`src/rtl/memory_access.sv`:
```
// memory_access: MEM pipeline stage with a req/gnt/rvalid data bus, load formatting and the MEM/WB register.
package memory_access_pkg;
  typedef enum logic [3:0] {
    MEM_NOP, MEM_LB, MEM_LBU, MEM_LH, MEM_LHU, MEM_LW, MEM_SB, MEM_SH, MEM_SW
  } mem_oper_t;
endpackage

module memory_access
  import memory_access_pkg::*;
(
  input  logic        clk_i,
  input  logic        rst_i,
  input  logic [31:0] alu_result_i,
  input  logic [31:0] alu_oper2_i,
  input  mem_oper_t   mem_oper_i,
  input  logic        trap_i,
  input  logic        wb_use_mem_i,
  input  logic        write_rd_i,
  input  logic [4:0]  rd_addr_i,
  input  logic        stall_i,
  input  logic        flush_i,
  output logic        dmem_req_o,
  output logic        dmem_we_o,
  output logic [3:0]  dmem_be_o,
  output logic [31:0] dmem_addr_o,
  output logic [31:0] dmem_wdata_o,
  input  logic        dmem_gnt_i,
  input  logic        dmem_rvalid_i,
  input  logic [31:0] dmem_rdata_i,
  output logic        mem_busy_o,
  output logic [31:0] alu_result_o,
  output logic [31:0] mem_data_o,
  output logic        wb_use_mem_o,
  output logic        write_rd_o,
  output logic        trap_o,
  output logic [4:0]  rd_addr_o
);
  typedef enum logic [1:0] {IDLE, WAIT_GNT, WAIT_RVALID, DONE} state_t;
  state_t      state_q, state_d;
  logic        is_store, misalign, access, upd, clr;
  logic [1:0]  off;
  logic [3:0]  be_c;
  logic [31:0] wdata_c, lane_w, fmt_c;
  logic [7:0]  byte_c;
  logic [15:0] half_c;
  mem_oper_t   op_q;
  logic [1:0]  off_q;
  logic        we_q;
  logic [3:0]  be_q;
  logic [31:0] addr_q, wdata_q;
  logic        kill_q, kill_d;
  logic [31:0] hold_q, hold_d;
  logic [31:0] alu_q, alu_d, data_q, data_d;
  logic        wbm_q, wbm_d, wr_q, wr_d, trap_q, trap_d;
  logic [4:0]  rd_q, rd_d;
  always_comb begin
    off      = alu_result_i[1:0];
    is_store = mem_oper_i inside {MEM_SB, MEM_SH, MEM_SW};
    misalign = ((mem_oper_i inside {MEM_LH, MEM_LHU, MEM_SH}) && off[0]) ||
               ((mem_oper_i inside {MEM_LW, MEM_SW}) && off != 2'b00);
    access   = mem_oper_i != MEM_NOP && !trap_i && !misalign;
    be_c     = mem_oper_i == MEM_SB ? 4'b0001 << off :
               mem_oper_i == MEM_SH ? 4'b0011 << off : 4'b1111;
    wdata_c  = mem_oper_i == MEM_SB ? {4{alu_oper2_i[7:0]}} :
               mem_oper_i == MEM_SH ? {2{alu_oper2_i[15:0]}} : alu_oper2_i;
  end
  // While waiting for grant the bus fields come from the issue-time copy so they stay stable.
  always_comb begin
    dmem_req_o   = (state_q == IDLE && access) || state_q == WAIT_GNT;
    dmem_we_o    = state_q == IDLE ? is_store : we_q;
    dmem_be_o    = state_q == IDLE ? be_c : be_q;
    dmem_addr_o  = state_q == IDLE ? {alu_result_i[31:2], 2'b00} : addr_q;
    dmem_wdata_o = state_q == IDLE ? wdata_c : wdata_q;
    mem_busy_o   = (state_q == IDLE && access) || state_q == WAIT_GNT ||
                   (state_q == WAIT_RVALID && !dmem_rvalid_i);
  end
  always_comb begin
    lane_w = dmem_rdata_i >> {off_q, 3'b000};
    byte_c = lane_w[7:0];
    half_c = off_q[1] ? dmem_rdata_i[31:16] : dmem_rdata_i[15:0];
    fmt_c  = op_q == MEM_LB  ? {{24{byte_c[7]}}, byte_c} :
             op_q == MEM_LBU ? {24'b0, byte_c} :
             op_q == MEM_LH  ? {{16{half_c[15]}}, half_c} :
             op_q == MEM_LHU ? {16'b0, half_c} :
             op_q == MEM_LW  ? dmem_rdata_i : 32'b0;
  end
  always_comb begin
    state_d = state_q;
    hold_d  = hold_q;
    case (state_q)
      IDLE:        state_d = access ? (dmem_gnt_i ? WAIT_RVALID : WAIT_GNT) : IDLE;
      WAIT_GNT:    state_d = dmem_gnt_i ? WAIT_RVALID : WAIT_GNT;
      WAIT_RVALID: begin
        state_d = dmem_rvalid_i ? (stall_i ? DONE : IDLE) : WAIT_RVALID;
        hold_d  = dmem_rvalid_i && stall_i ? fmt_c : hold_q;
      end
      default:     state_d = stall_i ? DONE : IDLE;
    endcase
    kill_d = state_d == IDLE ? 1'b0 : (kill_q || (flush_i && state_q != IDLE));
  end
  // A flushed transaction still drains on the bus, but retires as an all-zero bubble.
  always_comb begin
    upd    = !stall_i && !mem_busy_o;
    clr    = flush_i || (upd && kill_q && state_q != IDLE);
    alu_d  = clr ? 32'b0 : upd ? alu_result_i : alu_q;
    data_d = clr ? 32'b0 : !upd ? data_q :
             state_q == DONE ? hold_q : state_q == WAIT_RVALID ? fmt_c : 32'b0;
    wbm_d  = clr ? 1'b0 : upd ? wb_use_mem_i : wbm_q;
    wr_d   = clr ? 1'b0 : upd ? write_rd_i && !misalign : wr_q;
    rd_d   = clr ? 5'b0 : upd ? rd_addr_i : rd_q;
    trap_d = clr ? 1'b0 : upd ? trap_i || misalign : trap_q;
  end
  always_ff @(posedge clk_i) begin
    if (rst_i) begin
      state_q <= IDLE;
      kill_q  <= 1'b0;
      hold_q  <= 32'b0;
      alu_q   <= 32'b0;
      data_q  <= 32'b0;
      wbm_q   <= 1'b0;
      wr_q    <= 1'b0;
      rd_q    <= 5'b0;
      trap_q  <= 1'b0;
      op_q    <= MEM_NOP;
      off_q   <= 2'b0;
      we_q    <= 1'b0;
      be_q    <= 4'b0;
      addr_q  <= 32'b0;
      wdata_q <= 32'b0;
    end else begin
      state_q <= state_d;
      kill_q  <= kill_d;
      hold_q  <= hold_d;
      alu_q   <= alu_d;
      data_q  <= data_d;
      wbm_q   <= wbm_d;
      wr_q    <= wr_d;
      rd_q    <= rd_d;
      trap_q  <= trap_d;
      if (state_q == IDLE && access) begin
        op_q    <= mem_oper_i;
        off_q   <= off;
        we_q    <= is_store;
        be_q    <= be_c;
        addr_q  <= {alu_result_i[31:2], 2'b00};
        wdata_q <= wdata_c;
      end
    end
  end
  assign alu_result_o = alu_q;
  assign mem_data_o   = data_q;
  assign wb_use_mem_o = wbm_q;
  assign write_rd_o   = wr_q;
  assign rd_addr_o    = rd_q;
  assign trap_o       = trap_q;
endmodule

```
`config.mk`:
```
export PLATFORM = sky130hd
export DESIGN_NAME = memory_access
export DESIGN_NICKNAME = d
export VERILOG_FILES = /design/src/rtl/memory_access.sv
export SDC_FILE = /design/constraint.sdc
export NUM_CORES = 1
export LEC_CHECK = 0
export CAP_MARGIN = 10
export CORE_MARGIN = 1
export CORE_UTILIZATION = 52
export DETAILED_ROUTE_END_ITERATION = 16
export PLACE_DENSITY = 0.86
export SLEW_MARGIN = 15
export SYNTH_ARGS = -nofsm -noshare
export SYNTH_HDL_FRONTEND = slang
export SYNTH_SLANG_ARGS = --single-unit
```
`constraint.sdc`:
```
create_clock -name clk_i -period 7.9 [get_ports clk_i]
set_input_delay 1.975 -clock clk_i [delete_from_list [all_inputs] [get_ports clk_i]]
set_output_delay 1.975 -clock clk_i [all_outputs]
set_load 0.03 [all_outputs]
```
==> impl_results.md <==
* Outcome: complete, no violations
* Crit Path Category: input pin to output port
* DR iter-0 viols at 812
* Clock sinks at 180
* Setup TNS at 0 ns
* Slew HR at 17.2%
* Startpoint Class: input pin
* Post-Synthesis Cells at ~1200
* Combinational Power Share at 26.5%
* RSZ-0062 raised after global routing: no
* Period utilization at between 80 and 90%
* Post-Synthesis Cell Area at 0.00898 mm^2
* Full die area at 0.0178 mm^2
* Synth top area share at between 40% and 50%
* Total gr overflow at 0
* # fillers at about 1300
* H-tree levels at 4
* CP Data Required Time at just under 6 ns
* Finished Cell Area at 0.0121 mm^2
* Vias at ~9500
* RePlAce Congestion at 0.890
* Routed WL per cell at 18.1 um
* Die Span X at ~130 um
* Seq/Total Area, Yosys at 40.1%
* Area grow syn2layout at 34.5%
* Total Routed Length at 28800 um
* Clock power frac at 35.5%
* Post-route non-filler standard cell count at 1590
* Final setup vio count at 0
* FMAX at ~150 MHz
* MaxCap Viol Count at 0
* Layout Utilization at 72.3%
* Starting Density at between 50% and 60%
* Vias in the first global route at 8860
* Placed insts at 1558
* CTS tree: done
* Clock skew at about 0.013 ns
* Clock tree buffer depth at 2
* Post-synth ARST share at 0%
* Top FF cell, synth: dfxtp_1
* Fin. Hold Viols at 0
* Sw frac at 32.9%
* Worst Tran Pin Value at 1.24 ns
* LEAKAGE at approximately 4.5 nW
* Worst vdd ir at 207 uV
* Post-CTS setup repair buffer count at 0
* Core box area at 0.0167 mm^2
* Hold path start: wdata_q[0]
* Sw Pwr at 0.000866 W
* Via-per-instance ratio at 5.97
* Worst Path Arrival at 4.63 ns
* CP endpoint kind: output port
* # rows at 47
* Post-cts sizing count at 0
* Hold buffers post-CTS at 0
* DRC at 0
* Unique masters post-synth at between 60 and 70
* Post-synth EDFFs at 0
* DRT antenna net count at 0
* Final nets at approximately 1500
* Reg2Reg Launch Point: state_q[1]
* DP Wirelength at between 15000 and 20000 um
* Share of layout cells above drive strength 1 at 5.77%
* Register share of total power at 38.0%
* Cts bufs inserted at 17
* Pwr Total at around 0.0026 W
* Tot GR Track Use at roughly a third
* Crit path time final at between 6 and 7 ns
* Hold Path Class: flop to flop
* Largest cells by area after synthesis: dfxtp_1, nand2_1, a21oi_1, o21ai_0, mux2i_1
* Max-slew violations at 0
* CTS Root Cell: clkbuf_16
* Critical Path Source: alu_result_i[1]
* Antenna violations before repair at 0
* Clk pin slew, worst setup/hold paths at 0.06 ns
* Worst skew pair latency at about 0.45 ns
* Maximum net fanout on the critical path at 7
* Die height at 133 um
* Internal power at 0.00176 W
* Cell Area, Placed at between 0.01 and 0.015 mm^2
* TritonRoute pass-1 iters at 5
* Pwr/cell area at 217 mW/mm^2
* ANT cells at 0
* First-pass GRT wire length at ~45000 um
* Largest net degree at the start of global routing at 100
* Syn Area/Cell at around 7.6 um^2
* Post-synth top area cell: dfxtp_1
* IO Count at 257
* Synth warn at 0
* Post-synthesis register bit count at 180
* IO buf count at 254
==> path summary, 6_finish.rpt <==
kind / endpoint / slack (ns) / cells after the start
worst max-delay path: dmem_req_o / 1.29 / 8
worst max register to register: write_rd_o / 4.10 / 7
worst min register to register: wdata_q[0] / 0.46 / 2
worst min-delay path: wdata_q[0] / 0.46 / 2
==> cell families (layout without fill, tap and decap cells) <==
group	Yosys count	in the layout	share of synthesized area (%)
fa+ha+maj	4	4	0.557
mux	45	45	5.17
flops	180	180	40.1
other cells	1	2	0.0417
compound gates	371	371	26.0
buf+inv	128	316	6.23
xor+xnor	1	1	0.0975
simple gates	451	451	21.8
==> stage by stage <==
step	setup WS (ns)	hold slack, ns
floorplan	2.35	0.426
global placement	1.39	0.434
detailed placement	1.34	0.447
CTS	1.33	0.456
global route	1.19	0.472
finish	1.29	0.456
==> layout make-up <==
type | count | area (um^2) | share of cell area (%)
sequential | 180 | 3600 | 29.8
clock inverter | 15 | 218 | 1.80
timing repair buffer | 263 | 2610 | 21.6
inverter | 21 | 78.8 | 0.653
tap | 220 | 275 | 2.28
clock buffer | 17 | 425 | 3.52
multi-input combinational | 874 | 4870 | 40.3
==> layer usage <==
layer / global-route usage [%] / wire length [um]
met4: 14.4 / 974
met3: 7.15 / 2550
met2: 52.8 / 13900
met1: 39.0 / 11400
met5: 0 / 0
==> worst max-delay path, cell delays in order <==
cell and delay [ns]:
clkdlybuf4s50_1 0.70, inv_1 0.14, ha_1 0.24, nand4bb_1 0.21, and3_1 0.23, o21a_4 0.23, or2_2 0.28, clkdlybuf4s50_1 0.61
==> layout by cell type (no fill, tap or decap), types with 21 or more instances in the layout <==
master and count:
a211oi_1 46, a21oi_1 141, clkdlybuf4s50_1 253, dfxtp_1 180, inv_1 21, mux2i_1 43
nand2_1 278, nand3_1 47, nor2_1 61, o21ai_0 98
==> Yosys cell counts (all sizes together), types with 2 or more instances <==
cell,count
nand2,278
dfxtp,180
a21oi,143
o21ai,100
nor2,65
clkbuf,59
buf,48
a211oi,47
nand3,47
mux2i,43
inv,21
o221a,16
o22a,16
nor3,14
nor2b,13
a2111oi,7
o31ai,7
a311oi,6
nand2b,6
a22oi,5
a221o,4
a22o,4
and3,4
ha,4
nor3b,4
a211o,3
and2,3
o22ai,3
or2,3
and2b,2
and3b,2
nand4bb,2
nor4,2
o21a,2
o21ba,2
==> registers in the layout (all words and copies together) (netlist names) <==
signal and cells:
state_q 2, wdata_q 32, op_q 4, rd_addr_o 5, kill_q 1, off_q 2, be_q 4, hold_q 32
mem_data_o 32, trap_o 1, write_rd_o 1, wb_use_mem_o 1, alu_result_o 32, we_q 1, addr_q 30
==> power groups by stage <==
stage	Sequential [W]	Combinational (W)	Clock [W]
after floorplan	0.00103	0.000399	0
after global placement	0.00101	0.000679	0
after detailed placement	0.00102	0.000687	0
after CTS	0.000997	0.000692	0.000933
after global routing	0.00100	0.000741	0.000971
final	0.000998	0.000697	0.000932
(Power assumes the default switching activity.)
